### src/rtl/dff_pipeline.sv
// dff_pipeline: WIDTH-bit, DEPTH-stage stallable register delay line with
// per-stage valid tracking, synchronous flush and an occupancy count.
// Optional feature macro: DFF_PIPE_NQ_EN adds the nq (complement of q) port.
module dff_pipeline #(
  parameter int WIDTH = 16,
  parameter int DEPTH = 2,
  parameter int CW    = $clog2(DEPTH + 1)
) (
  input  logic             clk,
  input  logic             reset,
  input  logic             en,
  input  logic             flush,
  input  logic [WIDTH-1:0] data,
  input  logic             valid_in,
  output logic [WIDTH-1:0] q,
`ifdef DFF_PIPE_NQ_EN
  output logic [WIDTH-1:0] nq,
`endif
  output logic             valid_out,
  output logic [CW-1:0]    count,
  output logic             full,
  output logic             empty
);

  localparam logic [CW-1:0] ONE_C   = CW'(1'b1);
  localparam logic [CW-1:0] ZERO_C  = {CW{1'b0}};
  localparam logic [CW-1:0] DEPTH_C = CW'(DEPTH);

  logic [WIDTH-1:0] stage_r [DEPTH];
  logic [DEPTH-1:0] vld_r;
  logic [CW-1:0]    cnt_r;
  logic [CW-1:0]    cnt_next_s;
  logic             full_r;
  logic             empty_r;

  // Next occupancy: one word in and/or one word out per enabled edge; the
  // exiting valid is the pre-edge last-stage bit, so in+out cancel.
  always_comb begin
    cnt_next_s = cnt_r;
    if (flush) begin
      cnt_next_s = ZERO_C;
    end else if (en) begin
      case ({valid_in, vld_r[DEPTH-1]})
        2'b10:   cnt_next_s = cnt_r + ONE_C;
        2'b01:   cnt_next_s = cnt_r - ONE_C;
        default: cnt_next_s = cnt_r;
      endcase
    end else begin
      cnt_next_s = cnt_r;
    end
  end

  // Data and valid shift register: flush clears, enable shifts, otherwise hold.
  always_ff @(posedge clk or posedge reset) begin
    if (reset) begin
      for (int i = 0; i < DEPTH; i++) begin
        stage_r[i] <= {WIDTH{1'b0}};
      end
      vld_r <= {DEPTH{1'b0}};
    end else if (flush) begin
      for (int i = 0; i < DEPTH; i++) begin
        stage_r[i] <= {WIDTH{1'b0}};
      end
      vld_r <= {DEPTH{1'b0}};
    end else if (en) begin
      stage_r[0] <= data;
      vld_r[0]   <= valid_in;
      for (int i = 1; i < DEPTH; i++) begin
        stage_r[i] <= stage_r[i-1];
        vld_r[i]   <= vld_r[i-1];
      end
    end else begin
      vld_r <= vld_r;
    end
  end

  // Occupancy count and its full/empty flags, registered so the flags come
  // straight from flops and always agree with the count.
  always_ff @(posedge clk or posedge reset) begin
    if (reset) begin
      cnt_r   <= ZERO_C;
      full_r  <= 1'b0;
      empty_r <= 1'b1;
    end else begin
      cnt_r   <= cnt_next_s;
      full_r  <= (cnt_next_s == DEPTH_C);
      empty_r <= (cnt_next_s == ZERO_C);
    end
  end

  assign q         = stage_r[DEPTH-1];
  assign valid_out = vld_r[DEPTH-1];
  assign count     = cnt_r;
  assign full      = full_r;
  assign empty     = empty_r;

`ifdef DFF_PIPE_NQ_EN
  assign nq = ~stage_r[DEPTH-1];
`endif

endmodule

### config.mk
export PLATFORM = sky130hd
export DESIGN_NAME = dff_pipeline
export DESIGN_NICKNAME = d
export VERILOG_FILES = /design/src/rtl/dff_pipeline.sv
export SDC_FILE = /design/constraint.sdc
export NUM_CORES = 1
export LEC_CHECK = 0
export CORE_MARGIN = 5
export CORE_UTILIZATION = 48
export CTS_CLUSTER_SIZE = 25
export DETAILED_ROUTE_END_ITERATION = 8
export PLACE_DENSITY_LB_ADDON = 0.12
export SKIP_LAST_GASP = 1
export SYNTH_ARGS = -nofsm -noshare
export SYNTH_HDL_FRONTEND = slang
export SYNTH_SLANG_ARGS = --single-unit
export TNS_END_PERCENT = 30
### constraint.sdc
create_clock -name clk -period 1.6 [get_ports clk]
set_clock_uncertainty 0.2 [all_clocks]
set_input_delay 0.32 -clock clk [delete_from_list [all_inputs] [get_ports clk]]
set_output_delay 0.32 -clock clk [all_outputs]
set_load 0.005 [all_outputs]
==> impl_metrics.ini, run 1 <==
[pwr]
power_mw = 1.75
leakage_nw = 1.17
powerDensity_nw_per_um2 = 806
ir_drop_mv = 0.483

[worst_setup_path]
reg2regPathDepth = 5
slowest_delay_ns = 0.51
reg2reg_to = count[1]
worst-setup-path-type = register to output port
cpLargestDelayFamily = buffers and inverters
cp_slowest_cell = clkdlybuf4s50_1
r2r_slack_ns = -0.02
cp_num_buf_inv = 1
path_max_fanout = 2
reg2reg_from = vld_r[1]
required_ns = 1.08
crit_chain = clkdlybuf4s50_1
crit_cells = 1
critical_path_arrival_ns = 1.19
start_kind = register
crit_path_end_kind = output port

[timing]
fmax_ghz = 0.585
finalSetupViolCount = 11
hold_ws_ns = 0.124
final.period_utilization_pct = 107
grt_setup_unrepaired = true
slew-limit-headroom_pct = 84.3
worst_slack_ns = -0.110
finalHoldViolCount = 0
final_max_slew_viol_count = 0
min_period_ns = 1.71
worst-slew-pin-transition_ns = 0.236

[clocking]
postCtsHoldBufs = 0
root_buffer = clkbuf_4
cts_buffers = 5
path_clk_slew_ns = 0.11
cts_tree = built
numClockSinks = 38
cts_max_level = 2
clock_path_buffers = 2
insertion_delay_ns = 0.32

[die]
core_area_um2 = 3420
num_io_pins = 42
rows = 21
die-area_um2 = 4890
die_w_um = 69.9
dieHeight_um = 69.9
initial_utilization_pct = 50.4

[grt]
grt_pass1_wl_mm = 5.62
grt_max_degree = 39
grt_pass1_vias = 1203
grtUsageTotal_pct = 14.3
overflow = 0
antenna_found_initial = 0

[finish]
nets = 206
layout.cells.non_filler = 230
drive_above_1_share_pct = 9.78
antennaDiodeCount = 0
utilization_pct = 63.6
areaGrowthSynthToFinish_pct = 26.0

[drt]
drc = 0
drt_iter0_drc = 58
num_vias = 1123
postRouteAntennaNets = 0
dr.pass1.iters = 4
wl_mm = 3.16
wl_per_cell_um = 13.7
via_per_inst = 4.88

[logic_synthesis]
syn_area_per_cell_um2 = 11.5
ys_seq_area_share_pct = 55.3
netlist_instances = 150
synth_nets = 172
yosys_warnings = 0
ys_ff_latch = 38
syn_area_um2 = 1720
synthDistinctLibCells = 20

[min_path]
min_path_type = input port to async pin

[outcome]
status = finished, violations left
failed_checks = negative setup slack

[placed_design]
io_buffers = 41
gp_congestion = 0.787
placed_cells = 222
hpwl_mm = 2.33

[job]
max_cap_viol_count = 0
-- area by class of cell --
cell class / instances / area, µm²
clock buffer: 7 / 45.0
inverter: 2 / 7.51
multi-input combinational: 86 / 586
tap: 46 / 57.6
timing repair buffer: 51 / 523
fill: 286 / 1240
sequential: 38 / 952
-- state kept, by name, summed over array words and instances, names as in the netlist --
register / cells
stage_r: 16
count: 2
q: 16
empty: 1
full: 1
vld_r: 2
-- routing by layer --
layer	GRT usage, %	wire length, µm	up-vias
met5	0	0	-
met4	5.11	21	0
li1	-	-	542
met2	23.1	1560	31
met1	16.6	1350	548
met3	6.60	224	2
-- cells in the mapped netlist (all sizes together) --
cell type   n  area [µm²]
xnor2       2        17.5
buf        21         166
mux2i      34         340
ha          1        12.5
a21oi       3        15.0
nand2       1        3.75
clkbuf      3        11.3
dfstp       1        26.3
o21ai       1        5.00
nor2       37         139
nand3b      1        7.51
and2b       1        10.0
xor2        1        8.76
dfrtp      37         926
nand2b      2        12.5
a31o        1        8.76
inv         2        7.51
nand3       1        5.00
-- power breakdown --
| group | switching [mW] | total [mW] | internal [mW] |
|---|---|---|---|
| sequential | 0.0234 | 1.03 | 1.01 |
| combinational | 0.119 | 0.274 | 0.155 |
| clock | 0.280 | 0.446 | 0.166 |
-- timing repair --
| action | CTS | global route |
|---|---|---|
| resized for setup | 6 | 5 |
| endpoints found under the setup margin | 22 | 19 |
| buffers inserted | 1 | 0 |
| pin swaps | 0 | 0 |
-- worst reg2reg max path: stages, from the launching register on --
cell and delay (ns):
dfrtp_1 0.39, buf_4 0.14, ha_1 0.27, and2b_4 0.28, a21oi_1 0.07, a31o_1 0.18
-- kinds of logic after synthesis --
group,Yosys count,synth area share [%]
AOI/OAI and AO/OA,5,1.67
xor gates and xnor gates,3,1.53
adders and majority gates,1,0.726
buffers and inverters,26,10.7
DFF,38,55.3
muxes,34,19.8
and+or+nand+nor,43,10.3
-- placed cells by master, fill, tap and decap left out --
cell type | netlist | routed
a21oi_1 | 3 | 3
a31o_1 | 1 | 1
and2b_4 | 1 | 1
buf_12 | 0 | 3
buf_2 | 1 | 1
buf_4 | 17 | 7
clkbuf_1 | 3 | 2
clkbuf_4 | 0 | 5
clkdlybuf4s50_1 | 0 | 29
dfrtp_1 | 37 | 37
dfstp_2 | 1 | 1
dlygate4sd2_1 | 0 | 6
dlymetal6s2s_1 | 0 | 5
ha_1 | 1 | 1
inv_1 | 2 | 2
mux2i_1 | 34 | 34
nand2_1 | 1 | 1
nand2b_1 | 2 | 2
nand3_1 | 1 | 1
nand3b_1 | 1 | 1
nor2_1 | 37 | 37
o21ai_1 | 1 | 1
xnor2_1 | 2 | 2
xor2_1 | 1 | 1
-- metrics by stage --
| stage | setup TNS, ns | instance area, µm² | worst slack, ns |
|---|---|---|---|
| after floorplan | 0 | 1720 | 0.131 |
| after global placement | -1.14 | 2110 | -0.351 |
| after detailed placement | -1.27 | 2110 | -0.384 |
| after CTS | -1.95 | 2160 | -0.141 |
| after global routing | -1.81 | 2170 | -0.178 |
| final | -1.02 | 2170 | -0.110 |
-- worst max path at each step --
| stage | startpoint | end |
|---|---|---|
| after global placement | valid_in | count[1] |
| after detailed placement | valid_in | count[1] |
| after CTS | q[11] | q[11] |
| final | q[10] | q[10] |
| after global routing | q[14] | q[14] |
| after floorplan | vld_r[1] | count[1] |
(Power assumes the default switching activity.)
==> run 2, diff against run 1 <==
--- a/config.mk
+++ b/config.mk
@@ -7,4 +7,6 @@
 export LEC_CHECK = 0
+export CELL_PAD_IN_SITES_DETAIL_PLACEMENT = 2
+export CELL_PAD_IN_SITES_GLOBAL_PLACEMENT = 2
 export CORE_MARGIN = 5
-export CORE_UTILIZATION = 48
+export CORE_UTILIZATION = 31
 export CTS_CLUSTER_SIZE = 25
==> constraint.sdc (replaced) <==
create_clock -name clk -period 1.6 [get_ports clk]
set_clock_uncertainty 0.2 [all_clocks]
set_input_delay 0.16 -clock clk [delete_from_list [all_inputs] [get_ports clk]]
set_output_delay 0.16 -clock clk [all_outputs]
set_load 0.005 [all_outputs]
==> run 2 against run 1 <==
Compared with the run above: the flow now finishes without violations; register-to-register slack better by 0.06 ns; non-clock buffer count up 1; sequential share of layout area down 1.4 points; maximum frequency up 8.9%; cell area up 3.6%; total power up 21%; sequential power about the same; die area up 46%; sequential cell count unchanged; critical path type is now input port to register; hold slack worse by 0.016 ns; critical endpoint is now count[1]; utilization down 22 points.
==> impl_metrics.ini, run 2 (synthesis gave the netlist of run 1 again) <==
[timing]
slew-limit-headroom_pct = 79.6
final_max_slew_viol_count = 0
fmax_ghz = 0.637
tns_ns = 0
finalHoldViolCount = 0
grt_setup_unrepaired = true
min_period_ns = 1.57
worst-slew-pin-transition_ns = 0.306
hold_ws_ns = 0.108
finalSetupViolCount = 0
final.period_utilization_pct = 98.1

[drt]
wl_per_cell_um = 15.3
num_vias = 1158
dr.pass1.iters = 2
postRouteAntennaNets = 0
drc = 0
drt_iter0_drc = 33
via_per_inst = 4.49
wl_mm = 3.94

[finish]
seqCellArea_um2 = 955
final_common_cell = clkdlybuf4s50_1
drive_above_1_share_pct = 12.4
utilization_pct = 41.3
antennaDiodeCount = 0
fillers = 568
areaGrowthSynthToFinish_pct = 30.5
nets = 207
mostFrequentLayoutCells = 39 x clkdlybuf4s50_1, 37 x nor2_1, 35 x dfrtp_1
multi_input_area_um2 = 586
final_cell_area_um2 = 2250
layout.cells.non_filler = 258

[grt]
antenna_found_initial = 0
grt_pass1_wl_mm = 6.74
overflow = 0
grt_max_degree = 29
grt_pass1_vias = 1341
grtUsageTotal_pct = 12.1

[worst_setup_path]
start_kind = input port
reg2reg_from = vld_r[1]
cp_num_buf_inv = 2
cpLargestDelayFamily = buffers and inverters
crit_path_end_kind = register
cp_slowest_cell = clkdlybuf4s50_1
crit_cells = 6
reg2regPathDepth = 4
worst-setup-path-type = input port to register
r2r_slack_ns = 0.04
critical_path_arrival_ns = 1.55
reg2reg_to = count[1]
path_max_fanout = 5
startpoint = valid_in
crit_chain = clkdlybuf4s50_1 > inv_1 > ha_1 > and2b_4 > a21oi_1 > a31o_1
slowest_delay_ns = 0.49
required_ns = 1.58
critPathCapture = count[1]

[clocking]
numClockSinks = 38
path_clk_slew_ns = 0.08
clock_path_buffers = 2
root_buffer = clkbuf_8
insertion_delay_ns = 0.29
cts_buffers = 5
cts_tree = built
cts_max_level = 2

[die]
rows = 27
initial_utilization_pct = 31.7
dieHeight_um = 84.6
die-area_um2 = 7150
core_area_um2 = 5440
num_io_pins = 42
die_w_um = 84.6

[min_path]
min-delay-start = en
min_path_type = input port to register

[pwr]
power_frac_clock_pct = 37.9
seqPwrFrac_pct = 48.8
leakage_nw = 1.09
switching_share_pct = 23.3
power_switching_mw = 0.494
p_int_mw = 1.62
combPwrFrac_pct = 13.3
ir_drop_mv = 0.440
powerDensity_nw_per_um2 = 942

[job]
max_cap_viol_count = 0

[outcome]
status = finished, final reports clean

[placed_design]
gp_congestion = 0.604
placed_cells = 245
io_buffers = 41
postPlaceCellArea_um2 = 2100
hpwl_mm = 2.89
[run 2: changes by cell type in the layout (fill, tap and decap cells not counted), moves of 5 or more]
| cell | delta |
|---|---|
| dlymetal6s2s_1 | -5 |
| dlygate4sd2_1 | -5 |
| clkdlybuf4s50_1 | +10 |
| clkbuf_4 | -5 |
| clkbuf_8 | +5 |
[run 2: cell type report]
| cell class | count | area share, % |
|---|---|---|
| Multi-Input combinational cell | 86 | 26.0 |
| Sequential cell | 38 | 42.5 |
| Clock inverter | 3 | 1.78 |
| Timing Repair Buffer | 52 | 22.3 |
| Clock buffer | 5 | 3.06 |
| Tap cell | 72 | 4.01 |
| Inverter | 2 | 0.334 |
[run 2: power groups by stage]
stage | Sequential, mW | Clock [mW] | Combinational (mW)
final | 1.03 | 0.802 | 0.282
after global routing | 1.04 | 0.888 | 0.313
after CTS | 1.04 | 0.843 | 0.275
after detailed placement | 1.06 | 0 | 0.274
after global placement | 1.05 | 0 | 0.259
after floorplan | 1.05 | 0 | 0.161
[run 2: timing repair]
action / 4_1_cts / 5_1_grt
setup endpoints to repair: 3 / 5
resized for setup: 3 / 0
buffers inserted: 0 / 4
hold buffers: 1 / 0
endpoints found under the hold margin: 14 / 0
[run 2: per-layer routing]
layer / part of all wire, % / up-vias / GRT usage (%) / wire [µm]
li1: - / 539 / - / -
met1: 41 / 584 / 13.2 / 1600
met2: 52 / 30 / 20.6 / 2050
met3: 5.7 / 5 / 4.81 / 226
met4: 1.7 / 0 / 5.18 / 68
met5: 0 / - / 0 / 0
[run 2: worst min-delay path by stage]
| stage | to | depth (start not counted) | slack (ns) |
|---|---|---|---|
| global placement | stage_r[17] | 3 | 0.30 |
| finish | vld_r[0] | 3 | 0.11 |
| floorplan | stage_r[16] | 2 | 0.12 |
| detailed placement | q[1] | 3 | 0.31 |
| CTS | vld_r[0] | 3 | 0.1 |
| global route | q[15] | 3 | 0.14 |
[run 2: metrics by stage]
step	setup slack, ns	power (mW)
2_1_floorplan	0.131	1.21
3_3_place_gp	-0.200	1.31
3_5_place_dp	-0.265	1.33
4_1_cts	-0.0341	2.16
5_1_grt	-0.0681	2.24
6_report	0.0296	2.12
[run 2: tightest hold or removal path, stage by stage]
cell,delay (ns)
buf_2,0.18
mux2i_1,0.17
nor2_1,0.05
==> run 3, diff against run 2 <==
- SLEW_MARGIN: unset -> 20
==> results of run 3 <==
No change in the layout: final DEF, timing and power equal those of run 2.
